**src/rtl/cpu_defs_pkg.sv**
```systemverilog
// Shared CPU definitions: the instruction-FIFO entry layout and its default depth.
package cpu_defs_pkg;

    localparam int INST_FIFO_DEPTH = 16;

    typedef struct packed {
        logic [31:0] pc;
        logic [31:0] inst;
    } fifo_entry_t;

endpackage

```
**src/rtl/inst_fifo_mem.sv**
```systemverilog
// Instruction FIFO storage: DEPTH entries with two synchronous write ports and
// two asynchronous read ports (head and head+1 for first-word-fall-through).
module inst_fifo_mem
    import cpu_defs_pkg::*;
#(
    parameter int DEPTH = INST_FIFO_DEPTH
) (
    input  logic                     clk,
    input  logic                     we1,
    input  logic                     we2,
    input  logic [$clog2(DEPTH)-1:0] waddr1,
    input  logic [$clog2(DEPTH)-1:0] waddr2,
    input  fifo_entry_t              wdata1,
    input  fifo_entry_t              wdata2,
    input  logic [$clog2(DEPTH)-1:0] raddr1,
    input  logic [$clog2(DEPTH)-1:0] raddr2,
    output fifo_entry_t              rdata1,
    output fifo_entry_t              rdata2
);

    fifo_entry_t mem [DEPTH];

    // NOTE: storage is deliberately not reset; validity is tracked by the
    // pointers and count, so clearing the array would only cost reset fan-out.
    // The two write addresses are always consecutive, so they never collide.
    always_ff @(posedge clk) begin
        if (we1) mem[waddr1] <= wdata1;
        if (we2) mem[waddr2] <= wdata2;
    end

    assign rdata1 = mem[raddr1];
    assign rdata2 = mem[raddr2];

endmodule

```
**src/rtl/inst_fifo.sv**
```systemverilog
// Dual-issue instruction FIFO between fetch and decode (first-word-fall-through).
// Optional performance counters are built when INST_FIFO_PERF_EN is defined.
module inst_fifo
    import cpu_defs_pkg::*;
#(
    parameter int DEPTH = INST_FIFO_DEPTH
) (
    input  logic                   clk,
    input  logic                   rst,
    input  logic                   flush,
    input  logic                   wr_en1,
    input  logic                   wr_en2,
    input  logic [31:0]            wr_inst1,
    input  logic [31:0]            wr_inst2,
    input  logic [31:0]            wr_pc1,
    input  logic [31:0]            wr_pc2,
    input  logic                   rd_en1,
    input  logic                   rd_en2,
    output logic [31:0]            rd_inst1,
    output logic [31:0]            rd_inst2,
    output logic [31:0]            rd_pc1,
    output logic [31:0]            rd_pc2,
    output logic                   rd_valid1,
    output logic                   rd_valid2,
    output logic                   empty,
    output logic                   full,
    output logic [$clog2(DEPTH):0] count
`ifdef INST_FIFO_PERF_EN
    ,
    output logic [31:0]            perf_full_cycles,
    output logic [31:0]            perf_flush_cnt
`endif
);

    localparam int PTR_W = $clog2(DEPTH);
    localparam int CNT_W = PTR_W + 1;

    logic [PTR_W-1:0] rd_ptr;
    logic [PTR_W-1:0] wr_ptr;
    logic [1:0]       pushes;
    logic [1:0]       pops;
    logic             we1;
    logic             we2;
    fifo_entry_t      wdata1;
    fifo_entry_t      wdata2;
    fifo_entry_t      rdata1;
    fifo_entry_t      rdata2;

    // Status comes from the registered count only, so push and pop never interact combinationally.
    assign empty     = (count == '0);
    assign full      = (count > CNT_W'(DEPTH - 2));
    assign rd_valid1 = (count != '0);
    assign rd_valid2 = (count >= CNT_W'(2));

    // NOTE: every always_comb output gets a default first so no path leaves it
    // unassigned; that is what keeps this block from inferring latches.
    always_comb begin
        pops   = 2'd0;
        pushes = 2'd0;
        if (rd_en1 && rd_en2 && rd_valid2) pops = 2'd2;
        else if (rd_en1 && rd_valid1)      pops = 2'd1;
        if (!full && wr_en1) pushes = wr_en2 ? 2'd2 : 2'd1;
    end

    // NOTE: sequential state uses non-blocking assignments so every register
    // samples pre-edge values regardless of statement order.
    always_ff @(posedge clk) begin
        if (rst || flush) begin
            rd_ptr <= '0;
            wr_ptr <= '0;
            count  <= '0;
        end else begin
            rd_ptr <= rd_ptr + PTR_W'(pops);
            wr_ptr <= wr_ptr + PTR_W'(pushes);
            count  <= count + CNT_W'(pushes) - CNT_W'(pops);
        end
    end

    assign we1    = !rst && !flush && (pushes != 2'd0);
    assign we2    = !rst && !flush && (pushes == 2'd2);
    assign wdata1 = '{pc: wr_pc1, inst: wr_inst1};
    assign wdata2 = '{pc: wr_pc2, inst: wr_inst2};

    inst_fifo_mem #(.DEPTH(DEPTH)) u_mem (
        .clk    (clk),
        .we1    (we1),
        .we2    (we2),
        .waddr1 (wr_ptr),
        .waddr2 (wr_ptr + PTR_W'(1)),
        .wdata1 (wdata1),
        .wdata2 (wdata2),
        .raddr1 (rd_ptr),
        .raddr2 (rd_ptr + PTR_W'(1)),
        .rdata1 (rdata1),
        .rdata2 (rdata2)
    );

    assign rd_inst1 = rdata1.inst;
    assign rd_pc1   = rdata1.pc;
    assign rd_inst2 = rdata2.inst;
    assign rd_pc2   = rdata2.pc;

`ifdef INST_FIFO_PERF_EN
    always_ff @(posedge clk) begin
        if (rst) begin
            perf_full_cycles <= '0;
            perf_flush_cnt   <= '0;
        end else begin
            if (full)  perf_full_cycles <= perf_full_cycles + 32'd1;
            if (flush) perf_flush_cnt   <= perf_flush_cnt + 32'd1;
        end
    end
`endif

endmodule

```
**config.mk**
```make
export PLATFORM = sky130hd
export DESIGN_NAME = inst_fifo
export DESIGN_NICKNAME = d
export VERILOG_FILES = /design/src/rtl/cpu_defs_pkg.sv /design/src/rtl/inst_fifo_mem.sv /design/src/rtl/inst_fifo.sv
export SDC_FILE = /design/constraint.sdc
export NUM_CORES = 2
export LEC_CHECK = 0
export BUFFER_PORTS_ARGS = -buffer_cell sky130_fd_sc_hd__buf_4
export CAP_MARGIN = 20
export CORE_MARGIN = 2
export CORE_UTILIZATION = 26
export DETAILED_ROUTE_END_ITERATION = 10
export GPL_TIMING_DRIVEN = 0
export SKIP_LAST_GASP = 1
export SYNTH_ARGS = -nofsm -noshare
export SYNTH_HDL_FRONTEND = slang
export SYNTH_SLANG_ARGS = --single-unit
export TNS_END_PERCENT = 10
```
**constraint.sdc**
```tcl
create_clock -name clk -period 7.7 [get_ports clk]
set_input_delay 0.77 -clock clk [delete_from_list [all_inputs] [get_ports clk]]
set_output_delay 0.77 -clock clk [all_outputs]
set_load 0.03 [all_outputs]
```
== Yosys cells after proc, flatten, opt, wreduce, memory -nomap -nowiden ==
Memory sizes are Yosys's and may differ from the RTL's. A register that Yosys moved wholly into a read port is not among the register bits.
Index checks and enable logic that the tools add are counted.
Storage, ports and cells
  register bits after elaboration: 13
  output and inout port bits: 137
  memories: 1
  word-level logic and storage cells: 36
  memory bits (writable): 1024
  input port bits: 135
Memories
  u_mem.mem: words 16, width 64, read ports 2, clocked after Yosys merged registers in 1, write ports 2, RTL line inst_fifo_mem.sv:21  | fifo_entry_t mem [DEPTH];
Cells by class
  magnitude comparators: 2
  muxes and demuxes: 9
  equality and inequality tests: 1
  add/subtract/negate cells: 6
  reduce and logical (&&, ||, !) cells: 14
Operators with widths (number)
  4-bit by 1-bit adder with 4-bit output (second input constant): 2
  4-bit by 2-bit adder with 4-bit output: 2
  1-bit logical AND: 7
  2-bit two-way mux: 3
  5-bit by 2-bit adder with 5-bit output: 1
  5-bit by 2-bit >= comparator with 1-bit output (second input constant): 1
  5-bit by 4-bit greater-than comparator with 1-bit output (second input constant): 1
  5-bit logical NOT: 1
  1-bit two-way mux: 5
  5-bit nonzero test: 1
  5-bit by 2-bit subtractor with 5-bit output: 1
  4-bit two-way mux: 1
  1-bit logical NOT: 3
  2-bit == test (second input constant): 1
  2-bit nonzero test: 1
  1-bit logical OR: 1

== Logic depth before layout (Yosys ltp) ==
  depth in word-level cells: 8
  gate-level depth with buffers: 14
  mapped depth without buffers: 14

== Hierarchy ==
From an unflattened synthesis, not the netlist that was laid out.
Unflattened totals
  cell total of the unflattened synthesis: 3502
  area, all modules: 59241.8 um^2
Modules (own cells, without submodules)
  inst_fifo_mem: times used 1, sequential area each 30749.5 um^2, cells each 3401, area each 58298.4 um^2
  inst_fifo: times used 1, sequential area each 260.2 um^2, cells each 101, area each 943.4 um^2

== Worst setup path after synthesis ==
Ideal clock, no wire load.
  kind: in2reg
  from: input port flush
  to: memory u_mem.mem[5][0] (netlist bit), enable pin
  setup time: 574 ps
  stages: 5
  required time: 7126 ps
  path buffers: 1
  slack: 1076 ps
  data arrival time: 6050 ps
  path through: or2_1 buf_6 nor3b_4 nand3_1 o21ai_0
RTL lines
  from (decl): RTL line inst_fifo.sv:10  | input logic flush,
  to (decl): RTL line inst_fifo_mem.sv:21

== Worst setup path after layout ==
  from: register rd_ptr[0]
  to: output port rd_pc2[13]
Between the ends
  longest elaborated chain between the ends: 2
RTL lines
  from (decl): RTL line inst_fifo.sv:38  | logic [PTR_W-1:0] rd_ptr;
  from (signal assigned): RTL line inst_fifo.sv:73  | rd_ptr <= rd_ptr + PTR_W'(pops);
  4-bit by 1-bit adder with 4-bit output: RTL line inst_fifo.sv:93  | .raddr2 (rd_ptr + PTR_W'(1)),
  memory 16 x 64 bit
  to (decl): RTL line inst_fifo.sv:22  | output logic [31:0] rd_pc2,
Every way passes these cells.

==> run metrics <==
outcome complete, no violations; Design Power 16.09 mW; via count roughly 39,000; Post-Syn Nets 3,727; DP Wirelength between 150,000 and 200,000 um; Post-synth EDFFs 1,024; count leader, synth edfxtp_1; period utilization 71.95%; total of max-cap violations 0; fin crit period 5.540 ns; initial antenna violation count 48; RSZ-0062 raised after global routing false; Post-CTS Setup Inserts 0; CP max FO 10; clock skew about 0.034 ns; Post-synth top cells edfxtp_1 (1,024), mux2_2 (718), mux4_2 (512), mux2_1 (306), clkbuf_1 (195); Worst-Skew Late Latency 0.76 ns; Initial Util 26.09%; total negative slack 0 ns; CTS tree done; worst path arrival time 4.77 ns; Psw 4.846 mW; GR Util All Layers 19.58%; clock network fraction of total power 36.3%; ratio of cells with drive above 1 in the final layout 47.99%; Hold Crit Class primary input to flip-flop; Yosys top cell by area edfxtp_1; routing usage on met3 4.471%; WHS 0.3339 ns; area growth from synthesis to layout 19.30%; FMAX around 180 MHz; RePlAce Congestion 0.8189; Post-Syn Area 59,800 um^2; first-pass GRT wire length 322,600 um; H-tree Lvls 3; Avg Inst Size Synth about 17 um^2; vias in the first global route 40,408; largest net degree at the start of global routing 21; critical path class flip-flop to primary output; post-cts resize count 0; Reg clk slew, reported paths 0.07 ns; Die H 483.6 um; DRT antenna net count 0; VDD IR max 0.0002048 V; Setup crit end kind primary output; Vias/cell 5.474; clock sink total slightly above 1,000; Net Sw Frac 30.13%; Final Hold Viols 0; # nets final 4,185; Yosys warning total 0; drt initial violations 4,484; share of the synthesized area in the top cell type around half; Data required, critical path 6.93 ns; Die ar. about 230,000 um^2; worst slew pin tran between 1 and 1.5 ns; Synth Register Bits 1,037; WL per Instance around 33 um; logic gate share of total power 24.6%; core footprint 229,200 um^2; Reg power frac 39.1%; Routed WL 234,300 um; router iterations before antenna repair 5; Cells after Synth 3,573; crit-path max cell delay 1.15 ns; PwrDens 225.5 nW/um^2; met1 Use GR around 25%; fin. max-slew vios 0; sequential cell area fraction in the yosys report between 50% and 60%; Layout fillers 22,327; Clock Path Buffers 3; Main synth FF type edfxtp_1; worst path cell trace buf_2 > nand3b_1 > a32oi_2 > clkbuf_1 > o22ai_1 > a221o_1 > buf_4; gr busiest metal met2; number of remaining DRC errors 0; CTS Hold Bufs 0; Synth cell types between 40 and 50; Leak Pwr 23.11 nW; CTS buffer count 115; Root Buffer clkbuf_16; Die Wd 483.6 um; Rel. slew slack 6.924%; Slowest cell on crit path a32oi_2; Port-buffer cells 271; Area contributors post-synth edfxtp_1 (51%), mux4_2 (19%), mux2_2 (14%); io pins 272; met2 usage 30.86%; Critical Path Start Type flip-flop; ys async rst share 0%; # setup viols final 0; Overflow after GRT 0; P_int approximately 11 mW; Std-Cell Rows 176
[layer usage]
layer	vias to the layer above	part of all wire (%)
li1	15644	-
met1	20731	39
met2	2296	46
met3	538	9.0
met4	48	5.8
met5	-	0.13
[registers in the layout (all words and copies together) (netlist names)]
name	cells
rd_ptr	4
wr_ptr	4
count	5
u_mem.mem	1024
[critical path: cells and delay by family, from the launching register on]
kind,cells,cell delay [ns]
simple gates,1,0.22
buf+inv,3,1.46
compound gates,3,1.92
flops,1,0.39
[cells by family (layout without fill, tap and decap cells)]
kind of cell,after synthesis,after routing,synth area share (%)
compound gates,285,285,3.699
xor+xnor,7,7,0.1025
fa+ha+maj,19,19,0.4478
buf+inv,551,1106,4.208
flops,1037,1037,51.86
mux,1536,1536,38.57
other cells,0,17,0
simple gates,138,138,1.117
[power groups by stage]
stage,clock (mW),combinational [mW],sequential [mW]
floorplan,0,2.44,6.42
global placement,0,3.91,6.43
detailed placement,0,3.97,6.41
CTS,5.89,3.99,6.29
global route,6.09,4.17,6.29
finish,5.84,3.96,6.29
[layout make-up]
type / instances / area (um^2) / area share (%)
Antenna cell: 17 / 42.54 / 0.05963
Inverter: 140 / 525.5 / 0.7366
Tap cell: 3026 / 3786 / 5.307
Clock buffer: 135 / 2993 / 4.195
Clock inverter: 79 / 922.1 / 1.293
Timing Repair Buffer: 341 / 3616 / 5.069
Sequential cell: 1037 / 31010 / 43.47
Multi-Input combinational cell: 1985 / 26450 / 37.08
Buffer: 411 / 1991 / 2.790
[stage by stage]
stage               setup slack [ns]  instances  instance area, um^2  utilization [%]
global placement              -7.585       6870                65620            28.62
CTS                            2.241       7154                71290            31.10
floorplan                      1.076       3573                59800                -
finish                         2.160       7171                71340            31.12
detailed placement             3.084       6940                67380            29.39
global route                   2.168       7165                71320            31.11
[path summary, 6_finish.rpt]
path / startpoint / end / slack [ns] / cells past startpoint
max: rd_ptr[0] / rd_pc2[13] / 2.16 / 7
min: wr_inst1[27] / u_mem.mem[5][27] / 0.33 / 2
max reg2reg: count[2] / u_mem.mem[7][19] / 3.85 / 10
min reg2reg: wr_ptr[3] / wr_ptr[3] / 0.66 / 2
[layout by cell type (no fill, tap or decap), types with 17 or more instances in the layout]
cell and n:
mux2_1 306, o22ai_1 64, inv_1 140, mux4_2 512
clkinv_2 18, buf_2 160, diode_2 17, clkinv_1 20
clkbuf_16 115, clkbuf_1 211, buf_16 27, bufinv_16 17
edfxtp_1 1024, buf_12 40, nand3_1 17, buf_6 21
mux2_2 718, a22oi_1 128, buf_4 296, a221o_1 64
nand2_1 70
(Power assumes the default switching activity.)
